--- src/rtl/multi_bit_multiplexer_nway_arb_pkg.sv ---
// Shared constants and helpers for the N-way arbitrated multiplexer.
package multi_bit_multiplexer_nway_arb_pkg;

    localparam int unsigned MODE_FIXED = 0;
    localparam int unsigned MODE_RR    = 1;

    // Ceiling log2, never less than 1 so select buses always have a bit.
    function automatic int unsigned clog2(input int unsigned value);
        int unsigned res;
        res = 0;
        for (int unsigned i = 0; i < 32; i++) begin
            if ((64'd1 << i) < 64'(value)) begin
                res = i + 1;
            end
        end
        return (res == 0) ? 1 : res;
    endfunction

endpackage

--- src/rtl/multi_bit_multiplexer_nway_arb_rr_arbiter.sv ---
// Round-robin search: first requester after ptr, wrapping modulo CHANNELS.
module multi_bit_multiplexer_nway_arb_rr_arbiter #(
    parameter int unsigned CHANNELS = 4,
    parameter int unsigned SEL_W    = 2
) (
    input  logic [CHANNELS-1:0] req,
    input  logic [SEL_W-1:0]    ptr,
    output logic [CHANNELS-1:0] grant,
    output logic [SEL_W-1:0]    index,
    output logic                found
);

    logic [SEL_W-1:0] cand;

    // Scan ptr+1 .. ptr+CHANNELS and keep the first requesting channel.
    always_comb begin
        grant = '0;
        index = '0;
        found = 1'b0;
        cand  = '0;
        for (int unsigned k = 1; k <= CHANNELS; k++) begin
            cand = SEL_W'((32'(ptr) + k) % CHANNELS);
            if (!found && req[cand]) begin
                found       = 1'b1;
                index       = cand;
                grant[cand] = 1'b1;
            end
        end
    end

endmodule

--- src/rtl/multi_bit_multiplexer_nway_arb.sv ---
// N-way valid/ready multiplexer with fixed-select or round-robin arbitration
// feeding a single registered output stage.
module multi_bit_multiplexer_nway_arb
    import multi_bit_multiplexer_nway_arb_pkg::*;
#(
    parameter  int unsigned WIDTH    = 8,
    parameter  int unsigned CHANNELS = 4,
    parameter  int unsigned MODE     = MODE_FIXED,
    localparam int unsigned SEL_W    = clog2(CHANNELS)
) (
    input  logic                      clk,
    input  logic                      reset_n,
    input  logic [CHANNELS*WIDTH-1:0] in_data,
    input  logic [CHANNELS-1:0]       in_valid,
    output logic [CHANNELS-1:0]       in_ready,
    input  logic [SEL_W-1:0]          S,
    output logic [WIDTH-1:0]          out_data,
    output logic [SEL_W-1:0]          out_chan,
    output logic                      out_valid,
    input  logic                      out_ready
);

    logic                load_en;
    logic [CHANNELS-1:0] raw_grant;
    logic [SEL_W-1:0]    raw_idx;
    logic                raw_found;
    logic                grant_any;
    logic [WIDTH-1:0]    sel_data;

    // Output register can take new data when empty or being drained.
    assign load_en = ~out_valid | out_ready;

    if (MODE != MODE_FIXED && MODE != MODE_RR) begin : g_bad_mode
        $error("multi_bit_multiplexer_nway_arb: unsupported MODE %0d", MODE);
    end

    if (MODE == MODE_RR) begin : g_rr
        logic [SEL_W-1:0] ptr;
        logic             unused_s;

        assign unused_s = ^S;

        multi_bit_multiplexer_nway_arb_rr_arbiter #(
            .CHANNELS (CHANNELS),
            .SEL_W    (SEL_W)
        ) u_rr_arbiter (
            .req   (in_valid),
            .ptr   (ptr),
            .grant (raw_grant),
            .index (raw_idx),
            .found (raw_found)
        );

        // Pointer moves to the winner only when its transfer is accepted.
        always_ff @(posedge clk or negedge reset_n) begin
            if (!reset_n) begin
                ptr <= SEL_W'(CHANNELS - 1);
            end else if (load_en && raw_found) begin
                ptr <= raw_idx;
            end
        end
    end else begin : g_fixed
        // Grant channel S only if it exists and is requesting.
        always_comb begin
            raw_grant = '0;
            raw_idx   = S;
            raw_found = 1'b0;
            for (int unsigned i = 0; i < CHANNELS; i++) begin
                if (S == SEL_W'(i) && in_valid[i]) begin
                    raw_grant[i] = 1'b1;
                    raw_found    = 1'b1;
                end
            end
        end
    end

    // Ready strobe only when the output stage can load and reset is released.
    always_comb begin
        in_ready  = '0;
        grant_any = 1'b0;
        if (reset_n && load_en && raw_found) begin
            in_ready  = raw_grant;
            grant_any = 1'b1;
        end
    end

    // One-hot AND-OR data select; no path from data to control.
    always_comb begin
        sel_data = '0;
        for (int unsigned i = 0; i < CHANNELS; i++) begin
            if (raw_grant[i]) begin
                sel_data = sel_data | in_data[i*WIDTH +: WIDTH];
            end
        end
    end

    // Single output register stage; holds while stalled.
    always_ff @(posedge clk or negedge reset_n) begin
        if (!reset_n) begin
            out_valid <= 1'b0;
            out_data  <= '0;
            out_chan  <= '0;
        end else if (load_en) begin
            out_valid <= grant_any;
            if (grant_any) begin
                out_data <= sel_data;
                out_chan <= raw_idx;
            end
        end
    end

endmodule
--- config.mk ---
export PLATFORM = sky130hd
export DESIGN_NAME = multi_bit_multiplexer_nway_arb
export DESIGN_NICKNAME = d
export VERILOG_FILES = /design/src/rtl/multi_bit_multiplexer_nway_arb_pkg.sv /design/src/rtl/multi_bit_multiplexer_nway_arb_rr_arbiter.sv /design/src/rtl/multi_bit_multiplexer_nway_arb.sv
export SDC_FILE = /design/constraint.sdc
export NUM_CORES = 1
export LEC_CHECK = 0
export BUFFER_PORTS_ARGS = -buffer_cell sky130_fd_sc_hd__buf_2
export CORE_MARGIN = 1.5
export CORE_UTILIZATION = 44
export CTS_BUF_LIST = sky130_fd_sc_hd__clkbuf_8
export DETAILED_ROUTE_END_ITERATION = 6
export PLACE_DENSITY = 0.82
export SETUP_SLACK_MARGIN = 0.4
export SYNTH_ARGS = -nofsm -noshare
export SYNTH_HDL_FRONTEND = slang
export SYNTH_HIERARCHICAL = 1
export SYNTH_SLANG_ARGS = --single-unit
--- constraint.sdc ---
create_clock -name clk -period 1.87 [get_ports clk]
set_input_delay 0.187 -clock clk [delete_from_list [all_inputs] [get_ports clk]]
set_output_delay 0.187 -clock clk [all_outputs]
set_load 0.02 [all_outputs]
==> results.ini, run 1 <==
[min_path]
hold_path_end = out_data[4]$_DFFE_PN0P_
hold_path_depth = 3
hold_path.class = in -> reg
hp-start = in_data[12]

[grt]
gr-total-overflow = 0
grt_usage_pct = 25.86
grt_max_degree = 38
grt_pass1_wl_mm = 4.140
antenna_found_initial = 0
grt_pass1_vias = 914

[worst_setup_path]
r2r_cells = 4
regToRegStartpoint = out_valid$_DFFE_PN0N_
worstSetupStartpointType = primary input
r2r-end = out_chan[0]$_DFFE_PN0P_
r2r_slack_ns = 0.62
cp-startpoint = in_valid[3]
crit_type = in -> out
arrival_ns = 1.28
required_ns = 1.68
endpoint_kind = primary output
worstPathMaxFanout = 6

[routing]
wire_per_inst_um = 15.00
drt_iter0_drc = 21
met2_length_mm = 1.444
antenna_left = 0
dr_wl_met3_um = 171
drc_errors = 0
dr.max_layer_used = met4
avgViaCountPerCell = 5.689
first_pass_iters = 4
m1WireLength_mm = 1.036
routed_wl_mm = 2.745
vias = 1041

[logic_synthesis]
avgSynthCellArea_um2 = 8.919
syn-cell-area_um2 = 900.9
synth_cell_types = 21
syn_inst = 101
synth.net_count = 142
ys_seq_area_share_pct = 30.56
ys.warnings.count = 6
synth_seq_cells = 11

[floorplan]
die_h_um = 48.25
start_util_pct = 46.39
die_w_um = 48.25
dieArea_mm2 = 0.002328
ios = 56
num_rows = 16
core-area_mm2 = 0.001942

[pwr]
design_power_total_uw = 964.5
leakage_nw = 0.6864
ir_drop_v = 0.0004331
cellPowerDensity_mw_per_mm2 = 715.1

[sta]
clock_skew_ns = 0.001864
fin_crit_sh_pct = 78.40
rsz0062_at_grt = yes
slew_viol_final = 0
finalHoldViolations = 0
fin_tns_setup_ns = 0
post-route-min-period_ns = 1.466
worst_slew_pin_slew_ns = 0.5003
max_slew_margin_pct = 66.53
fmax_ghz = 0.6821
setup_viol = 0

[cells_and_area]
drive_gt1_share_pct = 48.72
multi_input_area_um2 = 551.8
nets = 198
antennaDiodeCount = 0
area_delta_synth_final_pct = 49.72
fillers = 156
regArea_um2 = 275.3

[clock_tree]
numCtsBuffers = 3
htreeDepth = 1
cts_root_buffer = clkbuf_8
clk_pin_slew_worst_paths_ns = 0.05
clkLatencyLatePin_ns = 0.24
clkSinkCount = 11
cts_tree = built
cts_buffer_depth = 2

[run]
drv_cap = 0

[placement]
portBuffers = 55
gp_congestion = 0.7614
post-dp-hpwl_mm = 1.970

[outcome]
status = finished, final reports clean

==> critical path: stages <==
cell and delay, ns:
buf_12 0.10, mux4_2 0.47, and3_4 0.18, and4b_2 0.21
buf_6 0.13
==> flip-flops by register name (all words and copies together) (netlist names) <==
signal	count
out_data	8
out_valid	1
out_chan	2
==> report_power, final <==
part	total [mW]	leakage, nW	internal, mW	switching (mW)
sequential	0.319	0.137	0.292	0.0270
clock	0.233	0.0269	0.144	0.0888
combinational	0.413	0.523	0.184	0.229
total	0.964	0.686	0.620	0.344
==> Yosys cell counts (all sizes together) <==
master   n  area share, %
a311o    8            8.9
a31o     8            7.8
a31oi    8            5.6
and3     1            1.2
and3b    8            7.8
and4     1           0.97
and4b    1            1.1
buf      6            6.4
clkbuf   7            2.9
dfrtp   11             31
inv      8            3.3
mux2     2            2.5
mux4     1            2.5
nand2   11            4.6
nand2b   1           0.69
nand3    9            5.0
nor3     1           0.56
nor4b    1           0.97
o211ai   8            6.7
==> area by class of cell <==
type                    count  area share, %
clock inverters             1         0.2783
inverters                   8          2.226
flip-flops and latches     11          20.41
repair buffers             64          30.61
clock buffers               3          3.061
well taps                  27          2.505
multi-input cells          69          40.91
==> logic make-up after synthesis <==
group	share of synthesized area, %
and+or+nand+nor	22.92
AOI/OAI and AO/OA	28.89
buffers and inverters	12.64
DFF	30.56
muxes	5.000
==> cells in the final DEF, fill, tap and decap left out, types with 3 or more instances in the layout <==
cell type | synthesis | routed
and3b_1 | 8 | 8
a311o_1 | 8 | 8
buf_2 | 1 | 47
a31o_1 | 8 | 8
nand2_1 | 11 | 10
o211ai_1 | 8 | 8
buf_4 | 1 | 9
clkbuf_8 | 0 | 3
buf_6 | 4 | 4
nand3_1 | 9 | 9
a31oi_1 | 8 | 8
inv_1 | 8 | 9
dfrtp_1 | 11 | 11
==> worst max path at each step <==
stage	endpoint	cells after the start	slack, ns
global placement	out_chan[1]$_DFFE_PN0P_	5	0.28
global route	in_ready[1]	4	0.37
finish	in_ready[1]	5	0.40
CTS	in_ready[1]	4	0.34
floorplan	in_ready[1]	6	0.27
detailed placement	out_chan[0]$_DFFE_PN0P_	5	0.25
==> layer usage <==
layer  vias up  GRT usage (%)
met3        12          3.704
met1       479          32.80
li1        497              -
met2        53          42.11
met5         -              0
met4         0          14.05
==> timing repair <==
| item | 4_1_cts | 5_1_grt |
|---|---|---|
| pin swaps | 2 | 2 |
| endpoints found under the hold margin | 11 | 0 |
| gates resized for setup | 10 | 12 |
| setup endpoints to repair | 4 | 4 |
| buffers inserted | 1 | 2 |
| hold buffers | 1 | 0 |
==> stage by stage <==
stage               hold slack, ns  area [um^2]  setup slack (ns)  util [%]  std cells
floorplan                  -0.1086        939.7            0.2678         -        101
global placement            0.1800         1194            0.2827     61.47        175
detailed placement          0.1968         1194            0.2481     61.47        175
CTS                         0.3675         1285            0.3401     66.17        181
global route                0.3981         1349            0.3711     69.46        183
finish                      0.3654         1349            0.4040     69.46        183
Note: power is estimated with default switching activity, not from simulation.
==> inputs of run 2 (changes only) <==
--- a/config.mk
+++ b/config.mk
@@ -7,10 +7,10 @@
 export LEC_CHECK = 0
 export BUFFER_PORTS_ARGS = -buffer_cell sky130_fd_sc_hd__buf_2
 export CORE_MARGIN = 1.5
-export CORE_UTILIZATION = 44
+export CORE_UTILIZATION = 40
 export CTS_BUF_LIST = sky130_fd_sc_hd__clkbuf_8
 export DETAILED_ROUTE_END_ITERATION = 6
-export PLACE_DENSITY = 0.82
+export PLACE_DENSITY = 0.79
 export SETUP_SLACK_MARGIN = 0.4
 export SYNTH_ARGS = -nofsm -noshare
 export SYNTH_HDL_FRONTEND = slang
==> constraint.sdc (replaced) <==
create_clock -name clk -period 1.2 [get_ports clk]
set_input_delay 0.12 -clock clk [delete_from_list [all_inputs] [get_ports clk]]
set_output_delay 0.12 -clock clk [all_outputs]
set_load 0.02 [all_outputs]
==> run 2 against run 1 <==
The run now ends with negative setup slack left. Critical path depth down 1. Cell area up 18%. Register-to-register slack lost 0.72 ns. Core utilization rose by 8.2 points. Sequential cell count stayed put. Critical endpoint is now in_ready[3]. Largest cell class is now non-clock buffers. Largest power group unchanged.
==> results.ini, run 2 (synthesis results as in run 1) <==
[clock_tree]
cts_tree = built
cts_buffer_depth = 2
numCtsBuffers = 3
clkLatencyLatePin_ns = 0.25
clkSinkCount = 11
clk_pin_slew_worst_paths_ns = 0.05
cts_root_buffer = clkbuf_8
htreeDepth = 1

[floorplan]
die_w_um = 50.46
start_util_pct = 44.12
die_h_um = 50.46
num_rows = 16
dieArea_mm2 = 0.002546
core-area_mm2 = 0.002042
ios = 56

[pwr]
ir_drop_v = 0.001265
cellPowerDensity_mw_per_mm2 = 1101
pwr-share-clk_pct = 21.9
leakage_nw = 0.7942
swShare_pct = 35.23
p_switching_uw = 614.9
comb_power_share_pct = 48.1
power.share.sequential_pct = 30.0
p_int_mw = 1.131

[sta]
rsz0062_at_grt = yes
post-route-min-period_ns = 1.468
max_slew_margin_pct = 81.75
finalHoldViolations = 0
fin_crit_sh_pct = 122.3
setup_viol = 12
fmax_ghz = 0.6813
clock_skew_ns = 0.002018
fin_ws_ns = -0.2678
slew_viol_final = 0
worst_slew_pin_slew_ns = 0.2725

[grt]
grt_pass1_vias = 1025
antenna_found_initial = 0
grt_max_degree = 38
grt_pass1_wl_mm = 4.740
grt_usage_pct = 25.25
gr-total-overflow = 0

[cells_and_area]
largest_reg_flops = 8
top_regs = out_data (8), out_chan (2), out_valid (1)
nets = 213
drive_gt1_share_pct = 53.80
area_delta_synth_final_pct = 75.97
finish.utilization_pct = 77.63
top_register = out_data
mostFrequentLayoutCells = buf_2 (38), buf_6 (24), buf_4 (12)
antennaDiodeCount = 0
final_common_cell = buf_2

[worst_setup_path]
required_ns = 1.08
worstPathMaxFanout = 4
crit_type = reg -> out
arrival_ns = 1.35
worstSetupStartpointType = register
endpoint_kind = primary output

[routing]
routed_wl_mm = 3.443
avgViaCountPerCell = 5.768
first_pass_iters = 4
drc_errors = 0
vias = 1142
drt_iter0_drc = 34
antenna_left = 0
wire_per_inst_um = 17.39

[placement]
post-dp-hpwl_mm = 2.218
dp_slack_ns = -0.2288
gp_congestion = 0.8064
portBuffers = 55

[outcome]
failed_checks = negative setup slack
status = finished with violations

[run]
drv_cap = 0

[min_path]
hold_path.class = in -> async

-- run 2: timing repair --
action                                  4_1_cts  5_1_grt
gates resized for setup                      35       12
endpoints found under the hold margin        11        1
setup buffers                                 3        5
gates cloned                                  0        0
endpoints found under the setup margin       26       26
pin swaps                                     4        6
hold buffers                                  1        1
-- run 2: metal layers --
layer  track usage (%)  vias to the layer above  routed length (um)
met3             4.167                       14                 178
met5                 0                        -                   0
li1                  -                      530                   -
met4             16.67                        0                 157
met1             29.89                      534                1325
met2             41.89                       64                1782
-- run 2: worst max-delay path, stage by stage, from the launching register on --
cell	delay, ns
dfrtp_2	0.42
nand2b_4	0.10
and3_4	0.22
and4_4	0.24
buf_6	0.11
-- run 2: final timing paths --
kind | start | endpoint | slack (ns) | cells after the start
worst max-delay path | out_valid$_DFFE_PN0N_ | in_ready[3] | -0.27 | 4
worst min-delay path | reset_n | out_data[7]$_DFFE_PN0P_ | 0.15 | 3
worst max register to register | out_valid$_DFFE_PN0N_ | out_data[3]$_DFFE_PN0P_ | -0.10 | 6
worst min register to register | out_chan[1]$_DFFE_PN0P_ | out_chan[1]$_DFFE_PN0P_ | 0.54 | 1
max in group asynchronous | reset_n | out_data[2]$_DFFE_PN0P_ | 0.54 | 3
min in group clk | in_data[30] | out_data[6]$_DFFE_PN0P_ | 0.28 | 4
-- run 2: power by group through the flow --
stage	clock network, mW	logic (mW)	registers (mW)
3_3_place_gp	0	0.614	0.497
2_1_floorplan	0	0.290	0.608
3_5_place_dp	0	0.631	0.503
5_1_grt	0.399	0.891	0.529
6_report	0.382	0.840	0.524
4_1_cts	0.373	0.761	0.520
-- run 2: area by class of cell --
type | count | area, um^2
inverter | 8 | 30.03
sequential | 11 | 276.5
multi-input combinational | 69 | 571.8
fill | 133 | 456.7
tap | 27 | 33.78
clock buffer | 3 | 41.29
clock inverter | 1 | 3.754
timing repair buffer | 79 | 628.1
-- run 2: per-stage QoR --
stage	power [mW]	TNS, ns	hold slack, ns	instances	cell area [um^2]
floorplan	0.8986	-2.745	-0.1756	101	958.4
global placement	1.111	-2.390	-0.05489	184	1282
detailed placement	1.134	-2.597	-0.05038	184	1282
CTS	1.654	-1.563	0.2753	192	1485
global route	1.820	-1.834	0.1651	198	1585
finish	1.745	-1.522	0.1534	198	1585
==> inputs of run 3 (changes only) <==
==> constraint.sdc (replaced) <==
create_clock -name clk -period 1.3 [get_ports clk]
set_input_delay 0.13 -clock clk [delete_from_list [all_inputs] [get_ports clk]]
set_output_delay 0.13 -clock clk [all_outputs]
set_load 0.02 [all_outputs]
==> run 3 against run 2 <==
Clock skew grew 0.0037 ns. Worst setup slack improved by 0.14 ns. Critical path depth unchanged. Largest cell class unchanged. Wire length down 2.4%. The flow still finishes with violations (negative setup slack). First-iteration DRC count increased by 68%. Final cell count fell by 1.0%.
==> results.ini, run 3 (synthesis results as in run 1) <==
[outcome]
status = finished with violations
failed_checks = negative setup slack

[run]
drv_cap = 0

[sta]
slew_viol_final = 0
rsz0062_at_grt = yes
fmax_ghz = 0.7009
clock_skew_ns = 0.005746
fin_ws_ns = -0.1268
finalHoldViolations = 0
fin_crit_sh_pct = 109.8
fin_tns_setup_ns = -0.5148
post-route-min-period_ns = 1.427
worst_slew_pin_slew_ns = 0.2807
max_slew_margin_pct = 81.21
setup_viol = 10
holdWs_ns = 0.2849

[cells_and_area]
largest_reg_flops = 8
area_delta_synth_final_pct = 70.83
final_common_cell = buf_2
antennaDiodeCount = 0
top_regs = out_data (8), out_chan (2), out_valid (1)
drive_gt1_share_pct = 53.25
top_register = out_data
nets = 211
mostFrequentLayoutCells = buf_2 (37), buf_6 (25), buf_4 (12)

[worst_setup_path]
worstPathMaxFanout = 3
worstSetupStartpointType = register
r2r_slack_ns = -0.01
required_ns = 1.17
endpoint_kind = primary output
r2r_cells = 6
crit_type = reg -> out
arrival_ns = 1.30

[routing]
wire_per_inst_um = 17.15
antenna_left = 0
drc_errors = 0
routed_wl_mm = 3.361
first_pass_iters = 6
avgViaCountPerCell = 5.883
drt_iter0_drc = 57
vias = 1153

[clock_tree]
htreeDepth = 1
clkLatencyLatePin_ns = 0.24
clkSinkCount = 11
cts_tree = built
cts_buffer_depth = 2
clk_pin_slew_worst_paths_ns = 0.05
numCtsBuffers = 3
cts_root_buffer = clkbuf_8

[floorplan]
dieArea_mm2 = 0.002546
ios = 56
die_w_um = 50.46
num_rows = 16
core-area_mm2 = 0.002042
die_h_um = 50.46
start_util_pct = 44.12

[placement]
portBuffers = 55
post-dp-hpwl_mm = 2.141
gp_congestion = 0.7970
dp_slack_ns = -0.1650

[pwr]
ir_drop_v = 0.0006430
cellPowerDensity_mw_per_mm2 = 1023
leakage_nw = 0.7705

[grt]
grt_max_degree = 38
grt_pass1_vias = 1096
grt_usage_pct = 25.58
grt_pass1_wl_mm = 4.885
antenna_found_initial = 0
gr-total-overflow = 0

[min_path]
hold_path.class = in -> reg
hold_path_depth = 3

[run 3: through the flow]
stage | util (%) | power (mW) | instances | area (um^2)
after floorplan | - | 0.8294 | 101 | 958.4
after global routing | 75.37 | 1.646 | 196 | 1539
after CTS | 72.24 | 1.482 | 194 | 1475
after detailed placement | 62.56 | 1.041 | 185 | 1277
final | 75.37 | 1.575 | 196 | 1539
after global placement | 62.56 | 1.022 | 185 | 1277
[run 3: power by group]
part / internal (mW) / leakage, nW / switching (mW)
Sequential: 0.422 / 0.136 / 0.0618
Clock: 0.208 / 0.0269 / 0.133
Combinational: 0.396 / 0.608 / 0.354
[run 3: worst max-delay path: stages (launching register included)]
cell and delay [ns]:
dfrtp_2 0.42, nand2b_4 0.10, and3_4 0.20, and4_4 0.23, buf_6 0.11
[run 3: final timing paths]
path | start | endpoint
max in group asynchronous | reset_n | out_valid$_DFFE_PN0N_
setup reg to reg | out_valid$_DFFE_PN0N_ | out_data[7]$_DFFE_PN0P_
hold reg to reg | out_chan[1]$_DFFE_PN0P_ | out_chan[1]$_DFFE_PN0P_
hold / removal | in_data[13] | out_data[5]$_DFFE_PN0P_
setup / recovery | out_valid$_DFFE_PN0N_ | in_ready[3]
min in group asynchronous | reset_n | out_data[2]$_DFFE_PN0P_
[run 3: timing repair]
item / 4_1_cts / 5_1_grt
endpoints found under the hold margin: 11 / 0
gates cloned: 1 / 0
setup endpoints to repair: 21 / 26
hold buffers: 1 / 0
setup buffers: 3 / 2
gates resized for setup: 31 / 14
pin swaps: 2 / 6
[run 3: area by class of cell]
class | instances | area [um^2]
clock inverters | 1 | 3.754
clock buffers | 3 | 41.29
flip-flops and latches | 11 | 276.5
well taps | 27 | 33.78
multi-input cells | 69 | 556.8
repair buffers | 77 | 596.8
inverters | 8 | 30.03
fillers | 141 | 503.0
[run 3: routing by layer]
layer | global-route usage, % | wire [um] | vias to the layer above
met5 | 0 | 0 | -
met1 | 30.51 | 1233 | 521
met3 | 3.274 | 250 | 26
met4 | 11.71 | 202 | 0
met2 | 45.39 | 1674 | 84
li1 | - | - | 522
